### config.mk
export PLATFORM = sky130hd
export DESIGN_NAME = pll_supervisor_flat
export DESIGN_NICKNAME = d
export VERILOG_FILES = /design/src/rtl/pll_supervisor_if.sv /design/src/rtl/pll_supervisor.sv /design/src/flat_wrapper.sv
export SDC_FILE = /design/constraint.sdc
export NUM_CORES = 1
export LEC_CHECK = 0
export ABC_CLOCK_PERIOD_IN_PS = 2100
export BUFFER_PORTS_ARGS = -buffer_cell sky130_fd_sc_hd__buf_2
export CAP_MARGIN = 20
export CORE_UTILIZATION = 56
export CTS_CLUSTER_SIZE = 8
export DETAILED_ROUTE_END_ITERATION = 8
export PLACE_DENSITY = 0.76
export REMOVE_ABC_BUFFERS = 1
export SLEW_MARGIN = 0
export SYNTH_ARGS = -nofsm -noshare
export SYNTH_HDL_FRONTEND = slang
export SYNTH_SLANG_ARGS = --single-unit
### constraint.sdc
create_clock -name osc_CLK -period 2.1 [get_ports osc_CLK]
set_input_delay 0.42 -clock osc_CLK [delete_from_list [all_inputs] [get_ports osc_CLK]]
set_output_delay 0.42 -clock osc_CLK [all_outputs]
set_load 0.05 [all_outputs]
### src/rtl/pll_supervisor_if.sv
// Board-facing signals of the PLL supervisor: PLL reset/lock, re-lock button,
// downstream reset and status LEDs.
interface pll_supervisor_if;
  logic pll_LOCKED;
  logic btn1;
  logic pll_RSTN;
  logic sys_RSTN;
  logic led1;
  logic led2;

  modport master (
    input  pll_LOCKED,
    input  btn1,
    output pll_RSTN,
    output sys_RSTN,
    output led1,
    output led2
  );

  modport slave (
    output pll_LOCKED,
    output btn1,
    input  pll_RSTN,
    input  sys_RSTN,
    input  led1,
    input  led2
  );
endinterface

### src/rtl/pll_supervisor.sv
// PLL reset/lock supervisor on the oscillator clock: pulses the PLL reset, qualifies
// lock, gates the downstream reset, retries, latches a fault; button forces re-lock.
module pll_supervisor #(
  parameter int RST_CYCLES      = 32,
  parameter int LOCK_TIMEOUT    = 65536,
  parameter int SETTLE_CYCLES   = 256,
  parameter int MAX_RETRY       = 3,
  parameter int DEBOUNCE_CYCLES = 4096,
  parameter int BLINK_CYCLES    = 8192
) (
  input  logic             osc_CLK,
  input  logic             osc_RSTN,
  pll_supervisor_if.master pll_if
);

  localparam int MAX_RL  = (RST_CYCLES > LOCK_TIMEOUT) ? RST_CYCLES : LOCK_TIMEOUT;
  localparam int CNT_MAX = (MAX_RL > SETTLE_CYCLES) ? MAX_RL : SETTLE_CYCLES;
  localparam int CNT_W   = (CNT_MAX > 2) ? $clog2(CNT_MAX) : 1;
  localparam int RTY_W   = $clog2(MAX_RETRY + 1);
  localparam int DEB_W   = (DEBOUNCE_CYCLES > 2) ? $clog2(DEBOUNCE_CYCLES) : 1;
  localparam int BLK_W   = (BLINK_CYCLES > 2) ? $clog2(BLINK_CYCLES) : 1;

  localparam logic [CNT_W-1:0] RST_LAST    = CNT_W'(RST_CYCLES - 1);
  localparam logic [CNT_W-1:0] LOCK_LAST   = CNT_W'(LOCK_TIMEOUT - 1);
  localparam logic [CNT_W-1:0] SETTLE_LAST = CNT_W'(SETTLE_CYCLES - 1);
  localparam logic [RTY_W-1:0] RTY_LIMIT   = RTY_W'(MAX_RETRY);
  localparam logic [DEB_W-1:0] DEB_LAST    = DEB_W'(DEBOUNCE_CYCLES - 1);
  localparam logic [BLK_W-1:0] BLK_LAST    = BLK_W'(BLINK_CYCLES - 1);

  typedef enum logic [2:0] {
    S_RESET_PLL,
    S_WAIT_LOCK,
    S_SETTLE,
    S_RUN,
    S_FAULT
  } state_t;

  state_t state_q, state_d;

  logic             lock_meta_q, lock_meta_d;
  logic             lock_s_q, lock_s_d;
  logic             btn_meta_q, btn_meta_d;
  logic             btn_s_q, btn_s_d;
  logic             deb_q, deb_d;
  logic             deb_prev_q, deb_prev_d;
  logic [DEB_W-1:0] deb_cnt_q, deb_cnt_d;
  logic [CNT_W-1:0] cnt_q, cnt_d;
  logic [RTY_W-1:0] retry_q, retry_d;
  logic [RTY_W-1:0] retry_inc;
  logic [BLK_W-1:0] blink_cnt_q, blink_cnt_d;
  logic             blink_ph_q, blink_ph_d;
  logic             pll_rstn_q, pll_rstn_d;
  logic             sys_rstn_q, sys_rstn_d;
  logic             led1_q, led1_d;
  logic             led2_q, led2_d;
  logic             press;

  // Two-flop synchronizers, then a debouncer that flips only after an unbroken
  // run of samples disagreeing with the current level.
  always_comb begin
    lock_meta_d = pll_if.pll_LOCKED;
    lock_s_d    = lock_meta_q;
    btn_meta_d  = pll_if.btn1;
    btn_s_d     = btn_meta_q;
    deb_d       = deb_q;
    deb_prev_d  = deb_q;
    deb_cnt_d   = '0;
    if (btn_s_q != deb_q) begin
      if (deb_cnt_q == DEB_LAST) begin
        deb_d = btn_s_q;
      end else begin
        deb_cnt_d = deb_cnt_q + DEB_W'(1);
      end
    end
  end

  // Press is taken from registered levels so it acts one edge after the debounce flip.
  assign press     = deb_q & ~deb_prev_q;
  assign retry_inc = retry_q + RTY_W'(1);

  always_comb begin
    state_d = state_q;
    retry_d = retry_q;
    if (press) begin
      state_d = S_RESET_PLL;
      retry_d = '0;
    end else begin
      unique case (state_q)
        S_RESET_PLL: begin
          if (cnt_q == RST_LAST) state_d = S_WAIT_LOCK;
        end
        S_WAIT_LOCK: begin
          if (lock_s_q) begin
            state_d = S_SETTLE;
          end else if (cnt_q == LOCK_LAST) begin
            retry_d = retry_inc;
            state_d = (retry_inc == RTY_LIMIT) ? S_FAULT : S_RESET_PLL;
          end
        end
        S_SETTLE: begin
          if (!lock_s_q) begin
            state_d = S_WAIT_LOCK;
          end else if (cnt_q == SETTLE_LAST) begin
            state_d = S_RUN;
            retry_d = '0;
          end
        end
        S_RUN: begin
          if (!lock_s_q) state_d = S_RESET_PLL;
        end
        S_FAULT: begin
          state_d = S_FAULT;
        end
        default: begin
          state_d = S_RESET_PLL;
        end
      endcase
    end
  end

  always_comb begin
    cnt_d = cnt_q;
    if ((state_d != state_q) || press) begin
      cnt_d = '0;
    end else if (state_q inside {S_RESET_PLL, S_WAIT_LOCK, S_SETTLE}) begin
      cnt_d = cnt_q + CNT_W'(1);
    end

    // Blink phase restarts only on a fresh attempt; it free-runs across SETTLE<->WAIT_LOCK.
    blink_cnt_d = blink_cnt_q;
    blink_ph_d  = blink_ph_q;
    if ((state_q == S_RESET_PLL) && (state_d == S_WAIT_LOCK)) begin
      blink_cnt_d = '0;
      blink_ph_d  = 1'b0;
    end else if (state_q inside {S_WAIT_LOCK, S_SETTLE}) begin
      if (blink_cnt_q == BLK_LAST) begin
        blink_cnt_d = '0;
        blink_ph_d  = ~blink_ph_q;
      end else begin
        blink_cnt_d = blink_cnt_q + BLK_W'(1);
      end
    end

    pll_rstn_d = state_d inside {S_WAIT_LOCK, S_SETTLE, S_RUN};
    sys_rstn_d = (state_d == S_RUN);
    led1_d     = (state_d == S_RUN);
    led2_d     = (state_d == S_FAULT) |
                 ((state_d inside {S_WAIT_LOCK, S_SETTLE}) & blink_ph_d);
  end

  always_ff @(posedge osc_CLK or negedge osc_RSTN) begin
    if (!osc_RSTN) begin
      state_q <= S_RESET_PLL;
    end else begin
      state_q <= state_d;
    end
  end

  always_ff @(posedge osc_CLK or negedge osc_RSTN) begin
    if (!osc_RSTN) begin
      lock_meta_q <= 1'b0;
      lock_s_q    <= 1'b0;
      btn_meta_q  <= 1'b0;
      btn_s_q     <= 1'b0;
      deb_q       <= 1'b0;
      deb_prev_q  <= 1'b0;
      deb_cnt_q   <= '0;
      cnt_q       <= '0;
      retry_q     <= '0;
      blink_cnt_q <= '0;
      blink_ph_q  <= 1'b0;
      pll_rstn_q  <= 1'b0;
      sys_rstn_q  <= 1'b0;
      led1_q      <= 1'b0;
      led2_q      <= 1'b0;
    end else begin
      lock_meta_q <= lock_meta_d;
      lock_s_q    <= lock_s_d;
      btn_meta_q  <= btn_meta_d;
      btn_s_q     <= btn_s_d;
      deb_q       <= deb_d;
      deb_prev_q  <= deb_prev_d;
      deb_cnt_q   <= deb_cnt_d;
      cnt_q       <= cnt_d;
      retry_q     <= retry_d;
      blink_cnt_q <= blink_cnt_d;
      blink_ph_q  <= blink_ph_d;
      pll_rstn_q  <= pll_rstn_d;
      sys_rstn_q  <= sys_rstn_d;
      led1_q      <= led1_d;
      led2_q      <= led2_d;
    end
  end

  assign pll_if.pll_RSTN = pll_rstn_q;
  assign pll_if.sys_RSTN = sys_rstn_q;
  assign pll_if.led1     = led1_q;
  assign pll_if.led2     = led2_q;

endmodule

### src/flat_wrapper.sv
// flat-port wrapper written by rule: the top's interface ports become plain ports
module pll_supervisor_flat 
#(
  parameter int RST_CYCLES      = 32,
  parameter int LOCK_TIMEOUT    = 65536,
  parameter int SETTLE_CYCLES   = 256,
  parameter int MAX_RETRY       = 3,
  parameter int DEBOUNCE_CYCLES = 4096,
  parameter int BLINK_CYCLES    = 8192
)
  (osc_CLK, osc_RSTN, pll_if_pll_LOCKED, pll_if_btn1, pll_if_pll_RSTN, pll_if_sys_RSTN, pll_if_led1, pll_if_led2);
  pll_supervisor_if pll_if_i ();
  input  logic osc_CLK;
  input  logic osc_RSTN;
  input wire logic [$bits(pll_if_i.pll_LOCKED)-1:0] pll_if_pll_LOCKED;
  input wire logic [$bits(pll_if_i.btn1)-1:0] pll_if_btn1;
  output wire logic [$bits(pll_if_i.pll_RSTN)-1:0] pll_if_pll_RSTN;
  output wire logic [$bits(pll_if_i.sys_RSTN)-1:0] pll_if_sys_RSTN;
  output wire logic [$bits(pll_if_i.led1)-1:0] pll_if_led1;
  output wire logic [$bits(pll_if_i.led2)-1:0] pll_if_led2;
  assign pll_if_i.pll_LOCKED = pll_if_pll_LOCKED;
  assign pll_if_i.btn1 = pll_if_btn1;
  assign pll_if_pll_RSTN = pll_if_i.pll_RSTN;
  assign pll_if_sys_RSTN = pll_if_i.sys_RSTN;
  assign pll_if_led1 = pll_if_i.led1;
  assign pll_if_led2 = pll_if_i.led2;
  pll_supervisor #(.RST_CYCLES(RST_CYCLES), .LOCK_TIMEOUT(LOCK_TIMEOUT), .SETTLE_CYCLES(SETTLE_CYCLES), .MAX_RETRY(MAX_RETRY), .DEBOUNCE_CYCLES(DEBOUNCE_CYCLES), .BLINK_CYCLES(BLINK_CYCLES)) u_core (.osc_CLK(osc_CLK), .osc_RSTN(osc_RSTN), .pll_if(pll_if_i));
endmodule
==> results of run 1 <==
per-layer routing:
layer  vias up  track usage  routed length (um)
met4         0       0.0901                  80
met5         -            0                   0
met3         9       0.0501                 160
met1      1117        0.303                2740
li1       1122            -                   -
met2        32        0.386                2900
flip-flops by register name, summed over array words and instances, names as in the netlist, 2 cells and up:
signal              count
u_core.cnt_q           16
u_core.state_q          3
u_core.blink_cnt_q     13
u_core.deb_cnt_q       12
u_core.retry_q          2
what timing repair did:
item / in CTS / in global routing
endpoints found under the setup margin: 30 / 30
gates cloned: 1 / 0
gates resized for setup: 14 / 10
buffers inserted: 2 / 1
pin swaps: 13 / 4
through the flow:
stage          total power [uW]  instances  setup TNS (ns)  utilization  instance area [sq um]
5_1_grt                    2850        409         -0.0242        0.720                   3510
2_1_floorplan              1640        290           -6.77            -                   2840
4_1_cts                    2700        408               0        0.706                   3440
3_3_place_gp               1880        398           -4.96        0.665                   3240
6_report                   2700        409               0        0.720                   3510
3_5_place_dp               1900        398           -5.76        0.665                   3240
power breakdown:
part | switching, uW | internal [uW]
Combinational | 418 | 351
Clock | 350 | 353
Sequential | 70.7 | 1160
Total | 839 | 1860
worst reg2reg max path: cells and delay by family, from the launching register on:
kind | cells | cell delay, ns
XOR/XNOR | 2 | 0.51
AO/OA/AOI/OAI | 2 | 0.45
flip-flops | 1 | 0.44
AND/OR/NAND/NOR | 2 | 0.34
buffers and inverters | 1 | 0.17
Yosys cell counts, types with 4 or more instances:
library cell,instances,area [sq um]
nand3_1,12,60.1
xnor2_1,21,184
a21oi_2,10,87.6
nor3_1,16,80.1
and3_1,5,31.3
dfrtp_1,56,1400
a21oi_1,13,65.1
buf_2,4,20.0
nand2_1,35,131
ha_1,4,50.1
nand4_1,15,93.8
nor2_1,33,124
xor2_1,17,149
inv_1,8,30.0
kinds of logic after synthesis:
kind of cell | synth area share
AO/OA/AOI/OAI | 0.0885
XOR/XNOR | 0.114
adder cells (fa/ha/maj) | 0.0171
buffers and inverters | 0.0381
flip-flops | 0.479
multiplexers | 0.0107
AND/OR/NAND/NOR | 0.253
area by class of cell:
type	instances	area, sq um	share of cell area
Timing Repair Buffer	44	365	0.104
Multi-Input combinational cell	226	1520	0.433
Clock buffer	5	68.8	0.0196
Clock inverter	3	42.5	0.0121
Inverter	8	30.0	0.00855
Tap cell	67	83.8	0.0239
Sequential cell	56	1400	0.399
worst max path at each step:
stage | startpoint | to | slack, ns
floorplan | u_core.cnt_q[0] | u_core.cnt_q[15] | -0.29
global placement | u_core.cnt_q[0] | u_core.cnt_q[6] | -0.33
detailed placement | u_core.cnt_q[0] | u_core.cnt_q[8] | -0.43
CTS | u_core.state_q[1] | u_core.pll_if.led2 | 0.04
global route | u_core.cnt_q[1] | u_core.cnt_q[0] | -0.01
finish | u_core.state_q[0] | u_core.pll_if.led2 | 0.08
==> flow_summary.ini, run 1 <==
[routing]
ant_nets = 0
drcViolationCount = 0
drt-initial-drc-count = 126
first_pass_iters = 4
via_per_inst = 5.57
drt-total-wl_um = 5880
wire_per_inst_um = 14.4
num_vias = 2280

[worst_setup_path]
worstPathRequired_ns = 2.30
crit_arrival_ns = 2.22
critPathLaunchType = register
crit_path_max_fanout = 5
crit_slowest_cell = dfrtp_1
crit_family = XOR/XNOR gates
slowest_delay_ns = 0.44
r2r_slack_ns = 0.08
cp.depth = 7
r2r_cells = 7
setup.worst_path.end_class = register
worstSetupPathType = reg -> reg
rr_endpoint = u_core.pll_if.led2
r2r-start = u_core.state_q[0]
path_cells = buf_4, xnor2_1, nor3_2, and4_1, xor2_1, o211a_1, a311o_1
crit_buf_inv = 1

[clock_tree]
cts.sinks = 56
path_clk_slew_ns = 0.10
cts_tree = yes
cts-buffers-inserted = 5
cts_hold_buf = 0
clock_path_buffers = 2
ctsHtreeMaxLevel = 2
insertion_delay_ns = 0.31
cts-root-buf = clkbuf_8

[global_routing]
grtUsageTotal = 0.234
antenna_found_initial = 0
grt_max_degree = 57
grt_pass1_vias = 2169
gr-total-overflow = 0
grt_pass1_wl_um = 9740

[timing]
slew-limit-headroom = 0.730
worstMarginPinSlew_ns = 0.404
fin_crit_ns = 2.02
fin_ws_ns = 0.0770
final.period_utilization = 0.963
drv_slew = 0
fin_worst_skew_ns = 0.00294
setup_viol = 0
fmax_mhz = 494
rsz0062_at_grt = yes
fin_hold_ws_ns = 0.0765
hold_viol_final = 0

[run]
cap_violations = 0

[layout]
finalNetCount = 349
n_fill_cell = 364
drive_gt1_frac = 0.263
final_cell_mix = dfrtp_1, nand2_1, nor2_1, buf_4, xnor2_1
area.growth.synth_to_final_pct = 20.1
final_common_cell = dfrtp_1
antenna_cells = 0

[logic_synthesis]
synth-seq-cells = 56
yosysWarnings = 0
syn-cell-area_sq_um = 2930
synth_async_sr_flop_share = 1.00
synth_cell_type_count = 51
syn_inst = 301
syn_area_per_cell_sq_um = 9.72
ys_seq_area_frac = 0.479
synth_ff_type = dfrtp_1
synth_edf_count = 0

[placement]
dp_hpwl_um = 3930
place_ws_ns = -0.430
io_buffers = 7
finalWeightedCongestion = 0.811

[floorplan]
die_area_sq_um = 5520
die_width_um = 74.3
start_util = 0.599
die_y_um = 74.3
num_rows = 25
ioPinCount = 8
coreArea_sq_um = 4880

[power]
p_leak_uw = 0.00160
peakVddDrop_mv = 0.440
power_density_nw_per_um2 = 770

[hold_path]
min_path_type = in -> async

[run_status]
outcome = completed
Power figures use the tool's default switching activity.
==> run 2: changes to the inputs <==
--- a/config.mk
+++ b/config.mk
@@ -8,9 +8,11 @@
 export ABC_CLOCK_PERIOD_IN_PS = 2100
 export BUFFER_PORTS_ARGS = -buffer_cell sky130_fd_sc_hd__buf_2
 export CAP_MARGIN = 20
+export CORE_MARGIN = 10
 export CORE_UTILIZATION = 56
 export CTS_CLUSTER_SIZE = 8
 export DETAILED_ROUTE_END_ITERATION = 8
+export GPL_TIMING_DRIVEN = 1
 export PLACE_DENSITY = 0.76
 export REMOVE_ABC_BUFFERS = 1
 export SLEW_MARGIN = 0
==> run 2 against run 1 <==
Effect of this change: fmax grew 0.21%; sequential power hardly changed; via count shrank 4.0%; die area increased by 54%; highest routed layer unchanged; critical path depth is 1 higher; combinational power shrank 13%; flip-flop and latch count stayed put; routed wire length fell by 6.4%; utilization decreased by 6.9 points.
==> flow_summary.ini, run 2 (synthesized netlist as in run 1, its figures left out) <==
[clock_tree]
path_clk_slew_ns = 0.11
cts_hold_buf = 0
cts-buffers-inserted = 5
clock_path_buffers = 2
insertion_delay_ns = 0.31
ctsHtreeMaxLevel = 2
cts_tree = yes
cts.sinks = 56
cts-root-buf = clkbuf_8

[worst_setup_path]
path_cells = ha_2, and4_4, and3_4, nand3_2, and2_4, or3_4, buf_12, a21oi_1
setup.worst_path.end_class = register
worstSetupPathType = reg -> reg
r2r_slack_ns = 0.08
crit_slowest_cell = dfrtp_1
crit_path_max_fanout = 16
r2r-start = u_core.cnt_q[1]
r2r_cells = 8
worstPathRequired_ns = 2.33
crit_buf_inv = 1
crit_arrival_ns = 2.25
rr_endpoint = u_core.cnt_q[1]
slowest_delay_ns = 0.38
crit_family = simple AND/OR/NAND/NOR gates
critPathLaunchType = register

[global_routing]
grt_pass1_vias = 2089
grt_pass1_wl_um = 9640
gr-total-overflow = 0
grt_max_degree = 36
grtUsageTotal = 0.134
antenna_found_initial = 0

[timing]
final.period_utilization = 0.961
fin_worst_skew_ns = 0.0151
fin_ws_ns = 0.0812
fmax_mhz = 495
fin_crit_ns = 2.02
setup_viol = 0
hold_viol_final = 0
worstMarginPinSlew_ns = 0.526
fin_hold_ws_ns = 0.0696
slew-limit-headroom = 0.649
drv_slew = 0

[hold_path]
min_path_type = in -> async

[routing]
drt-initial-drc-count = 123
via_per_inst = 5.51
wire_per_inst_um = 13.9
drt-total-wl_um = 5510
first_pass_iters = 4
drcViolationCount = 0
ant_nets = 0
num_vias = 2188

[power]
swShare = 0.318
p_leak_uw = 0.00149
power_uw = 2490
peakVddDrop_mv = 0.418
p_comb_frac = 0.269
p_sw_uw = 790
power_density_nw_per_um2 = 753
p_clk_frac = 0.236
p_seq_frac = 0.495
p_int_uw = 1700

[run]
cap_violations = 0

[layout]
largest_register = u_core.cnt_q
final_cell_mix = dfrtp_1, nand2_1, nor2_1, xnor2_1, buf_4
finalNetCount = 334
area.growth.synth_to_final_pct = 12.9
largestRegisters = u_core.cnt_q (16), u_core.blink_cnt_q (13), u_core.deb_cnt_q (12)
final_common_cell = dfrtp_1
final_area_sq_um = 3300
antenna_cells = 0
largest_reg_flops = 16
drive_gt1_frac = 0.199

[placement]
io_buffers = 7
dp_hpwl_um = 4020
place_ws_ns = -0.0432
place_area_sq_um = 3150
finalWeightedCongestion = 0.922

[floorplan]
coreArea_sq_um = 5070
num_rows = 26
ioPinCount = 8
start_util = 0.576
die_width_um = 92.3
die_y_um = 92.3
die_area_sq_um = 8510

[run_status]
outcome = completed
[run 2: cell types whose count changed in the layout (fill, tap and decap cells not counted), sizes merged]
| cell | change |
|---|---|
| inv | +1 |
| bufinv | -1 |
| buf | -15 |
[run 2: worst max path at each step]
| stage | startpoint | endpoint | cells after the start |
|---|---|---|---|
| floorplan | u_core.cnt_q[0] | u_core.cnt_q[15] | 7 |
| global placement | u_core.cnt_q[8] | u_core.blink_cnt_q[1] | 7 |
| detailed placement | u_core.cnt_q[8] | u_core.blink_cnt_q[0] | 7 |
| CTS | u_core.cnt_q[0] | u_core.cnt_q[1] | 8 |
| global route | u_core.cnt_q[1] | u_core.cnt_q[15] | 8 |
| finish | u_core.cnt_q[1] | u_core.cnt_q[1] | 8 |
[run 2: through the flow]
step | utilization | cells | TNS [ns]
finish | 0.651 | 397 | 0
global route | 0.651 | 397 | -0.00941
CTS | 0.641 | 395 | 0
detailed placement | 0.622 | 387 | -0.345
global placement | 0.622 | 387 | 0
floorplan | - | 290 | -6.77
[run 2: what timing repair did]
item	in CTS	in global routing
resized for setup	1	8
gates cloned	0	0
endpoints found under the setup margin	10	30
setup buffers	0	2
pin swaps	0	1
endpoints found under the hold margin	0	0
[run 2: power groups by stage]
stage               sequential, uW  clock [uW]  combinational (uW)
detailed placement            1260           0                 630
global placement              1250           0                 615
floorplan                     1290           0                 346
CTS                           1230         607                 634
finish                        1230         587                 669
global route                  1240         655                 744
[run 2: cell type report]
type	count	area (sq um)
clock inverter	3	21.3
sequential	56	1400
timing repair buffer	29	238
tap	70	87.6
inverter	8	30.0
multi-input combinational	226	1460
clock buffer	5	68.8
fill	413	1770
[run 2: layer usage]
| metal | GRT usage | vias up | part of all wire |
|---|---|---|---|
| li1 | - | 1090 | - |
| met1 | 0.180 | 1060 | 0.48 |
| met2 | 0.218 | 34 | 0.48 |
| met3 | 0.0302 | 4 | 0.034 |
| met4 | 0.0231 | 0 | 0.0049 |
| met5 | 0 | - | 0 |
==> run 3: changes to the inputs <==
--- a/config.mk
+++ b/config.mk
@@ -8,12 +8,14 @@
 export ABC_CLOCK_PERIOD_IN_PS = 2100
 export BUFFER_PORTS_ARGS = -buffer_cell sky130_fd_sc_hd__buf_2
 export CAP_MARGIN = 20
+export CELL_PAD_IN_SITES_DETAIL_PLACEMENT = 0
+export CELL_PAD_IN_SITES_GLOBAL_PLACEMENT = 1
 export CORE_MARGIN = 10
-export CORE_UTILIZATION = 56
+export CORE_UTILIZATION = 44
 export CTS_CLUSTER_SIZE = 8
 export DETAILED_ROUTE_END_ITERATION = 8
 export GPL_TIMING_DRIVEN = 1
-export PLACE_DENSITY = 0.76
+export PLACE_DENSITY_LB_ADDON = 0.2
 export REMOVE_ABC_BUFFERS = 1
 export SLEW_MARGIN = 0
 export SYNTH_ARGS = -nofsm -noshare
==> run 3 against run 2 <==
Effect of this change: global-route usage is 1.5 points lower; clock skew is 0.011 ns lower; clock power is 8.2% higher; routed wire length is 2.9% higher; combinational power is 1% higher; register-to-register slack better by 0.02 ns; critical endpoint is now u_core.cnt_q[15].
==> flow_summary.ini, run 3 (synthesized netlist as in run 1, its figures left out) <==
[timing]
hold_viol_final = 0
fin_ws_ns = 0.102
setup_tns_ns = 0
fin_crit_ns = 2.00
drv_slew = 0
setup_viol = 0
rsz0062_at_grt = no
fin_worst_skew_ns = 0.00449
fmax_mhz = 501
worstMarginPinSlew_ns = 0.425
slew-limit-headroom = 0.715
final.period_utilization = 0.951

[placement]
finalWeightedCongestion = 0.839
io_buffers = 7
dp_hpwl_um = 4010
place_ws_ns = 0.0402

[layout]
finalNetCount = 337
largest_reg_flops = 16
largestRegisters = u_core.cnt_q (16), u_core.blink_cnt_q (13), u_core.deb_cnt_q (12)
final_cell_mix = dfrtp_1, nand2_1, nor2_1, buf_4, xnor2_1
antenna_cells = 0
ff_latch_area_sq_um = 1400
area.growth.synth_to_final_pct = 13.8
final_common_cell = dfrtp_1
multi_input_area_sq_um = 1460
utilization = 0.521
largest_register = u_core.cnt_q
n_fill_cell = 607
drive_gt1_frac = 0.200

[worst_setup_path]
cp.depth = 8
crit_path_max_fanout = 16
slowest_delay_ns = 0.41
crit_slowest_cell = dfrtp_1
crit_start = u_core.cnt_q[1]
crit_arrival_ns = 2.25
worstPathRequired_ns = 2.35
setup.worst_path.end_class = register
r2r_slack_ns = 0.10
r2r_cells = 8
r2r-start = u_core.cnt_q[1]
rr_endpoint = u_core.cnt_q[15]
critPathLaunchType = register
cp-endpoint = u_core.cnt_q[15]
crit_family = simple AND/OR/NAND/NOR gates
worstSetupPathType = reg -> reg
path_cells = ha_4, and4_4, and3_4, nand3_2, and2_4, or3_4, buf_12, a21oi_1
crit_buf_inv = 1

[power]
p_leak_uw = 0.00151
peakVddDrop_mv = 0.534
power_density_nw_per_um2 = 768
power_uw = 2560

[global_routing]
antenna_found_initial = 0
grt_max_degree = 57
grtUsageTotal = 0.118
grt_pass1_wl_um = 10000
gr-total-overflow = 0
grt_pass1_vias = 2113

[routing]
num_vias = 2172
drt-total-wl_um = 5670
drt-initial-drc-count = 98
via_per_inst = 5.34
wire_per_inst_um = 13.9
first_pass_iters = 4
ant_nets = 0
drcViolationCount = 0

[hold_path]
min_path_type = in -> async

[floorplan]
start_util = 0.458
die_area_sq_um = 10300
coreArea_sq_um = 6390
die_y_um = 102
num_rows = 29
ioPinCount = 8
die_width_um = 102

[clock_tree]
ctsHtreeMaxLevel = 2
path_clk_slew_ns = 0.10
cts.sinks = 56
cts_tree = yes
cts-buffers-inserted = 5
insertion_delay_ns = 0.31
clock_path_buffers = 2
cts-root-buf = clkbuf_8

[run]
cap_violations = 0

[run_status]
outcome = completed
-- run 3: cell count changes in the layout (fill, tap and decap cells not counted) --
| cell | delta |
|---|---|
| buf_12 | -1 |
| buf_4 | +4 |
| clkbuf_8 | +1 |
| and4_2 | -1 |
| xor2_1 | +1 |
| ha_2 | -1 |
| xor2_2 | -1 |
| ha_4 | +1 |
| clkinvlp_4 | -1 |
| a21boi_1 | -1 |
| and4_1 | +1 |
| a21boi_0 | +1 |
-- run 3: where the power goes --
group | internal (uW) | switching (uW)
combinational | 311 | 367
clock | 271 | 364
sequential | 1160 | 82.3
-- run 3: worst min path at each step --
stage	start	to	depth (start not counted)
after CTS	osc_RSTN	u_core.deb_cnt_q[9]	2
after floorplan	osc_RSTN	u_core.blink_cnt_q[0]	0
after global routing	osc_RSTN	u_core.deb_cnt_q[11]	2
after global placement	u_core.btn_meta_q	u_core.btn_s_q	0
after detailed placement	u_core.btn_meta_q	u_core.btn_s_q	0
final	osc_RSTN	u_core.blink_cnt_q[10]	2
-- run 3: timing repair --
| action | CTS | global route |
|---|---|---|
| hold endpoints to repair | 0 | 0 |
| resized for setup | 0 | 7 |
| hold buffers | 0 | 0 |
| setup endpoints to repair | 0 | 30 |
| buffers inserted | 0 | 3 |
-- run 3: layout make-up --
type,count,share of cell area
multi-input combinational,226,0.438
sequential,56,0.421
timing repair buffer,32,0.0744
tap,77,0.0289
clock buffer,6,0.0248
inverter,8,0.00902
clock inverter,2,0.00414
-- run 3: stage by stage --
stage	hold WS [ns]	instances	instance area (sq um)
final	0.0861	407	3330
after global placement	0.334	396	3170
after CTS	0.0910	404	3260
after floorplan	0.124	290	2840
after detailed placement	0.336	396	3170
after global routing	0.0960	407	3330
-- run 3: metal layers --
layer  up-vias  GRT usage  routed length [um]
met5         -          0                   0
met3         6     0.0272                 164
met1      1042      0.156                2750
met4         0     0.0407                  72
met2        28      0.186                2680
li1       1096          -                   -
-- run 3: worst register-to-register path, delay by kind of cell (launching register included) --
| family | cells | cell delay [ns] |
|---|---|---|
| AOI/OAI and AO/OA | 1 | 0.15 |
| adders and majority gates | 1 | 0.15 |
| buffers and inverters | 1 | 0.16 |
| DFF | 1 | 0.41 |
| and+or+nand+nor | 5 | 1.05 |
